### src/rtl/stack_mem_ctrl.sv
// Initiator side of the StackMemory SRAM interface: stack pointer, strobe sequencing and pop return.
// Optional build macro STACK_PEEK_EN adds a non-destructive peek request.
module stack_mem_ctrl #(
    parameter int DATA_WIDTH = 32,
    parameter int ADDR_WIDTH = 10
) (
    input  logic                  clk,
    input  logic                  reset,
    input  logic                  push,
    input  logic                  pop,
`ifdef STACK_PEEK_EN
    input  logic                  peek,
`endif
    input  logic [DATA_WIDTH-1:0] push_data,
    output logic [DATA_WIDTH-1:0] pop_data,
    output logic                  pop_valid,
    output logic                  busy,
    output logic                  full,
    output logic                  empty,
    output logic                  err,
    output logic [ADDR_WIDTH:0]   count,
    output logic                  CE,
    output logic                  OE,
    output logic                  WE,
    output logic [ADDR_WIDTH-1:0] address,
    output logic [DATA_WIDTH-1:0] input_data,
    input  logic [DATA_WIDTH-1:0] stackData,
    output logic [1:0]            state_dbg
);

    localparam logic [ADDR_WIDTH:0] DEPTH_C = {1'b1, {ADDR_WIDTH{1'b0}}};
    localparam logic [ADDR_WIDTH:0] ONE_C   = {{ADDR_WIDTH{1'b0}}, 1'b1};

    typedef enum logic [1:0] {IDLE, WRITE, READ, RWAIT} state_t;

    // Handshake: push/pop/peek are level requests sampled on a rising edge only
    // while busy=0; pop_valid is a one-cycle pulse with no back-pressure.
    state_t state;
    logic   peek_op;
    logic   peek_req;

`ifdef STACK_PEEK_EN
    assign peek_req = peek;
`else
    assign peek_req = 1'b0;
`endif

    assign state_dbg = state;

    always_ff @(posedge clk or posedge reset) begin
        if (reset) begin
            state      <= IDLE;
            peek_op    <= 1'b0;
            CE         <= 1'b1;
            OE         <= 1'b1;
            WE         <= 1'b1;
            address    <= '0;
            input_data <= '0;
            pop_data   <= '0;
            pop_valid  <= 1'b0;
            busy       <= 1'b0;
            err        <= 1'b0;
            count      <= '0;
            empty      <= 1'b1;
            full       <= 1'b0;
        end else begin
            err       <= 1'b0;
            pop_valid <= 1'b0;
            case (state)
                IDLE: begin
                    // Push has priority; a simultaneous pop is silently dropped.
                    if (push) begin
                        if (full) begin
                            err <= 1'b1;
                        end else begin
                            input_data <= push_data;
                            address    <= count[ADDR_WIDTH-1:0];
                            CE         <= 1'b0;
                            WE         <= 1'b0;
                            busy       <= 1'b1;
                            state      <= WRITE;
                        end
                    end else if (pop || peek_req) begin
                        if (empty) begin
                            err <= 1'b1;
                        end else begin
                            address <= count[ADDR_WIDTH-1:0] - 1'b1;
                            CE      <= 1'b0;
                            OE      <= 1'b0;
                            busy    <= 1'b1;
                            peek_op <= ~pop;
                            state   <= READ;
                        end
                    end
                end
                WRITE: begin
                    CE <= 1'b1;
                    WE <= 1'b1;
                    if (!full) begin
                        count <= count + 1'b1;
                        full  <= (count == DEPTH_C - ONE_C);
                        empty <= 1'b0;
                    end
                    busy  <= 1'b0;
                    state <= IDLE;
                end
                READ: begin
                    CE <= 1'b1;
                    OE <= 1'b1;
                    // A peek reads the top word but leaves the pointer alone.
                    if (!peek_op && !empty) begin
                        count <= count - 1'b1;
                        empty <= (count == ONE_C);
                        full  <= 1'b0;
                    end
                    state <= RWAIT;
                end
                RWAIT: begin
                    pop_data  <= stackData;
                    pop_valid <= 1'b1;
                    busy      <= 1'b0;
                    peek_op   <= 1'b0;
                    state     <= IDLE;
                end
                default: state <= IDLE;
            endcase
        end
    end

endmodule
### config.mk
export PLATFORM = sky130hd
export DESIGN_NAME = stack_mem_ctrl
export DESIGN_NICKNAME = d
export VERILOG_FILES = /design/src/rtl/stack_mem_ctrl.sv
export SDC_FILE = /design/constraint.sdc
export NUM_CORES = 1
export LEC_CHECK = 0
export CAP_MARGIN = 5
export CORE_MARGIN = 8
export CORE_UTILIZATION = 45
export CTS_BUF_LIST = sky130_fd_sc_hd__clkbuf_8
export CTS_CLUSTER_DIAMETER = 120
export CTS_CLUSTER_SIZE = 20
export DETAILED_ROUTE_END_ITERATION = 16
export PLACE_DENSITY_LB_ADDON = 0.1
export SYNTH_ARGS = -nofsm -noshare
export SYNTH_HDL_FRONTEND = slang
export SYNTH_SLANG_ARGS = --single-unit
### constraint.sdc
create_clock -name clk -period 3.4 [get_ports clk]
set_input_delay 0.68 -clock clk [delete_from_list [all_inputs] [get_ports clk]]
set_output_delay 0.68 -clock clk [all_outputs]
set_load 0.02 [all_outputs]
==> results.py <==
metrics = {
    "synthesis": {
        "synth_edf_count": 0,
        "ys_top_cells_by_count": "dfrtp_1 (92), mux2_2 (35), mux2_4 (30)",
        "synth_cells": 328,
        "synth_area_mm2": 0.00436,
        "synth-seq-area-share_pct": 55.2,
        "yosys_warnings": 0,
        "yosys.area.top_type": "dfrtp_1",
        "synth_nets": 403,
        "synth_area_leaders": "dfrtp_1 (53%), mux2_4 (10%), mux2_2 (9.0%), xor2_1 (3.0%), dfstp_2 (2.4%)",
        "synth_flop_cell": "dfrtp_1",
        "synth_top_area_share_pct": 52.8,
        "synth.distinct_cells": 44,
        "synth_seq_cells": 96,
        "ys_async_sr_fraction_pct": 100,
        "synth_most_common_cell": "dfrtp_1",
        "synth_area_per_cell_um2": 13.3,
    },
    "clock_network": {
        "insertion_delay_ns": 0.35,
        "cts_hold_buf": 0,
        "postCtsSetupBuffers": 0,
        "numCtsBuffers": 9,
        "cts_sinks": 96,
        "htreeDepth": 3,
        "clkTransAtPathRegs_ns": 0.09,
        "cts_resized": 0,
        "cts_buffer_depth": 2,
        "cts_tree": "built",
        "clock-root-buffer": "clkbuf_8",
    },
    "global_routing": {
        "grt_pass1_wl_mm": 16.8,
        "grt_pass1_vias": 3103,
        "grt_overflow_total": 0,
        "track_usage_pct": 16.5,
        "grt_max_degree": 42,
        "antenna_found_initial": 0,
    },
    "power": {
        "p_leak_nw": 2.73,
        "p_per_area_mw_per_mm2": 1020,
        "total_power_mw": 6.41,
        "peakVddDrop_v": 0.000455,
    },
    "sta": {
        "rsz0062_at_grt": "no",
        "holdWs_ns": 0.483,
        "min_period_over_period_pct": 72.2,
        "worst_slew_pin_slew_ns": 0.828,
        "hold_viol_final": 0,
        "fin_skew_ns": 0.00566,
        "fmax_ghz": 0.408,
        "final-setup-viol-count": 0,
        "finalMaxSlewViolations": 0,
        "period_needed_ns": 2.45,
        "slew_headroom_pct": 44.8,
        "tns_ns": 0,
    },
    "place": {
        "gp_congestion": 0.813,
        "port_buffers": 162,
        "dpl_cell_area_mm2": 0.00605,
        "placed_cells": 610,
        "hpwl_mm": 8.19,
    },
    "floorplanning": {
        "io_pins": 163,
        "die_y_um": 114,
        "start_util_pct": 45.4,
        "die_w_um": 114,
        "core_mm2": 0.00959,
        "std_cell_rows": 36,
        "dieArea_mm2": 0.0131,
    },
    "worst_setup_path": {
        "path_delay_family": "buffers and inverters",
        "crit_buf_inv": 1,
        "crit_chain": "clkdlybuf4s50_1",
        "cp-end-kind": "output pin",
        "slowest_delay_ns": 0.72,
        "crit_slowest_cell": "clkdlybuf4s50_1",
        "path_max_fanout": 11,
        "cp-start-kind": "register",
        "crit_type": "register to output pin",
        "cp.required_ns": 2.72,
        "cp.arrival_ns": 1.77,
    },
    "routing": {
        "avgViaCountPerCell": 4.81,
        "drt.antenna.violating_nets": 0,
        "drc_errors": 0,
        "wl_per_cell_um": 17.3,
        "drt_iter0_drc": 83,
        "drt_pass1_iterations": 4,
        "routed_wl_mm": 10.8,
        "vias": 3009,
    },
    "flow_run": {
        "maxCapViolCount": 0,
    },
    "min_path": {
        "hold_path_class": "register to register",
    },
    "final_layout": {
        "diodes": 0,
        "design_area_mm2": 0.00630,
        "stdcell_count": 626,
        "drive_above_1_share_pct": 21.1,
        "synthToLayoutAreaGrowth_pct": 44.6,
        "nets": 563,
    },
    "outcome": {
        "status": "complete, no violations",
    },
}
-- power by group --
part | internal, mW | switching, mW
registers | 1.70 | 0.449
logic | 1.77 | 1.57
clock network | 0.528 | 0.386
-- registers in the layout, summed over array words and instances (netlist names) --
register	count
CE	1
OE	1
WE	1
address	10
busy	1
count	11
empty	1
err	1
full	1
input_data	32
peek_op	1
pop_data	32
pop_valid	1
state_dbg	2
-- final cells by class --
class                   count  area [um2]
multi-input cells         204        1760
fillers                   761        3290
well taps                 133         166
clock inverters             5         103
repair buffers            169        1690
clock buffers              11         151
flip-flops and latches     96        2410
inverters                   8        32.5
-- worst paths after layout --
| path | from | to | slack (ns) | depth (start not counted) |
|---|---|---|---|---|
| setup reg to reg | state_dbg[0] | input_data[15] | 1.27 | 6 |
| setup / recovery | count[2] | count[2] | 0.95 | 1 |
| max in group asynchronous | reset | input_data[30] | 1.99 | 3 |
| hold / removal | CE | CE | 0.48 | 2 |
| min in group asynchronous | reset | pop_data[25] | 0.73 | 2 |
| hold reg to reg | CE | CE | 0.48 | 2 |
-- routing by layer --
metal,GRT usage (%),vias to the layer above,wire length (um)
li1,-,1435,-
met1,19.5,1453,4580
met2,26.9,107,5170
met3,5.12,14,869
met4,7.19,0,191
met5,0,-,0
-- per-stage QoR --
stage          setup slack (ns)  utilization [%]
6_report                  0.946             65.7
5_1_grt                   0.864             65.7
4_1_cts                   0.916             65.7
3_5_place_dp              0.834             63.1
3_3_place_gp              0.845             63.1
2_1_floorplan             0.221                -
-- cells by family (layout without fill, tap and decap cells) --
logic type	after synthesis	in the layout	share of synthesized area [%]
flip-flops	96	96	55.2
multiplexers	66	66	19.6
XOR/XNOR	20	20	4.02
buffers and inverters	28	193	4.56
AO/OA/AOI/OAI	35	35	4.62
AND/OR/NAND/NOR	76	76	9.99
adder cells (fa/ha/maj)	7	7	2.01
-- cells in the final DEF, fill, tap and decap left out, types with 5 or more instances in the layout --
cell,Yosys,layout
ha_1,7,6
xnor2_1,5,5
xor2_1,15,15
nand2_1,25,25
inv_1,8,7
o21ai_0,15,15
nor2_1,13,13
a21oi_1,11,11
nand3_1,9,9
buf_4,3,6
clkdlybuf4s50_1,0,162
clkbuf_8,0,11
dfrtp_1,92,92
mux2_4,30,30
mux2_2,35,35
Note: power is estimated with default switching activity, not from simulation.
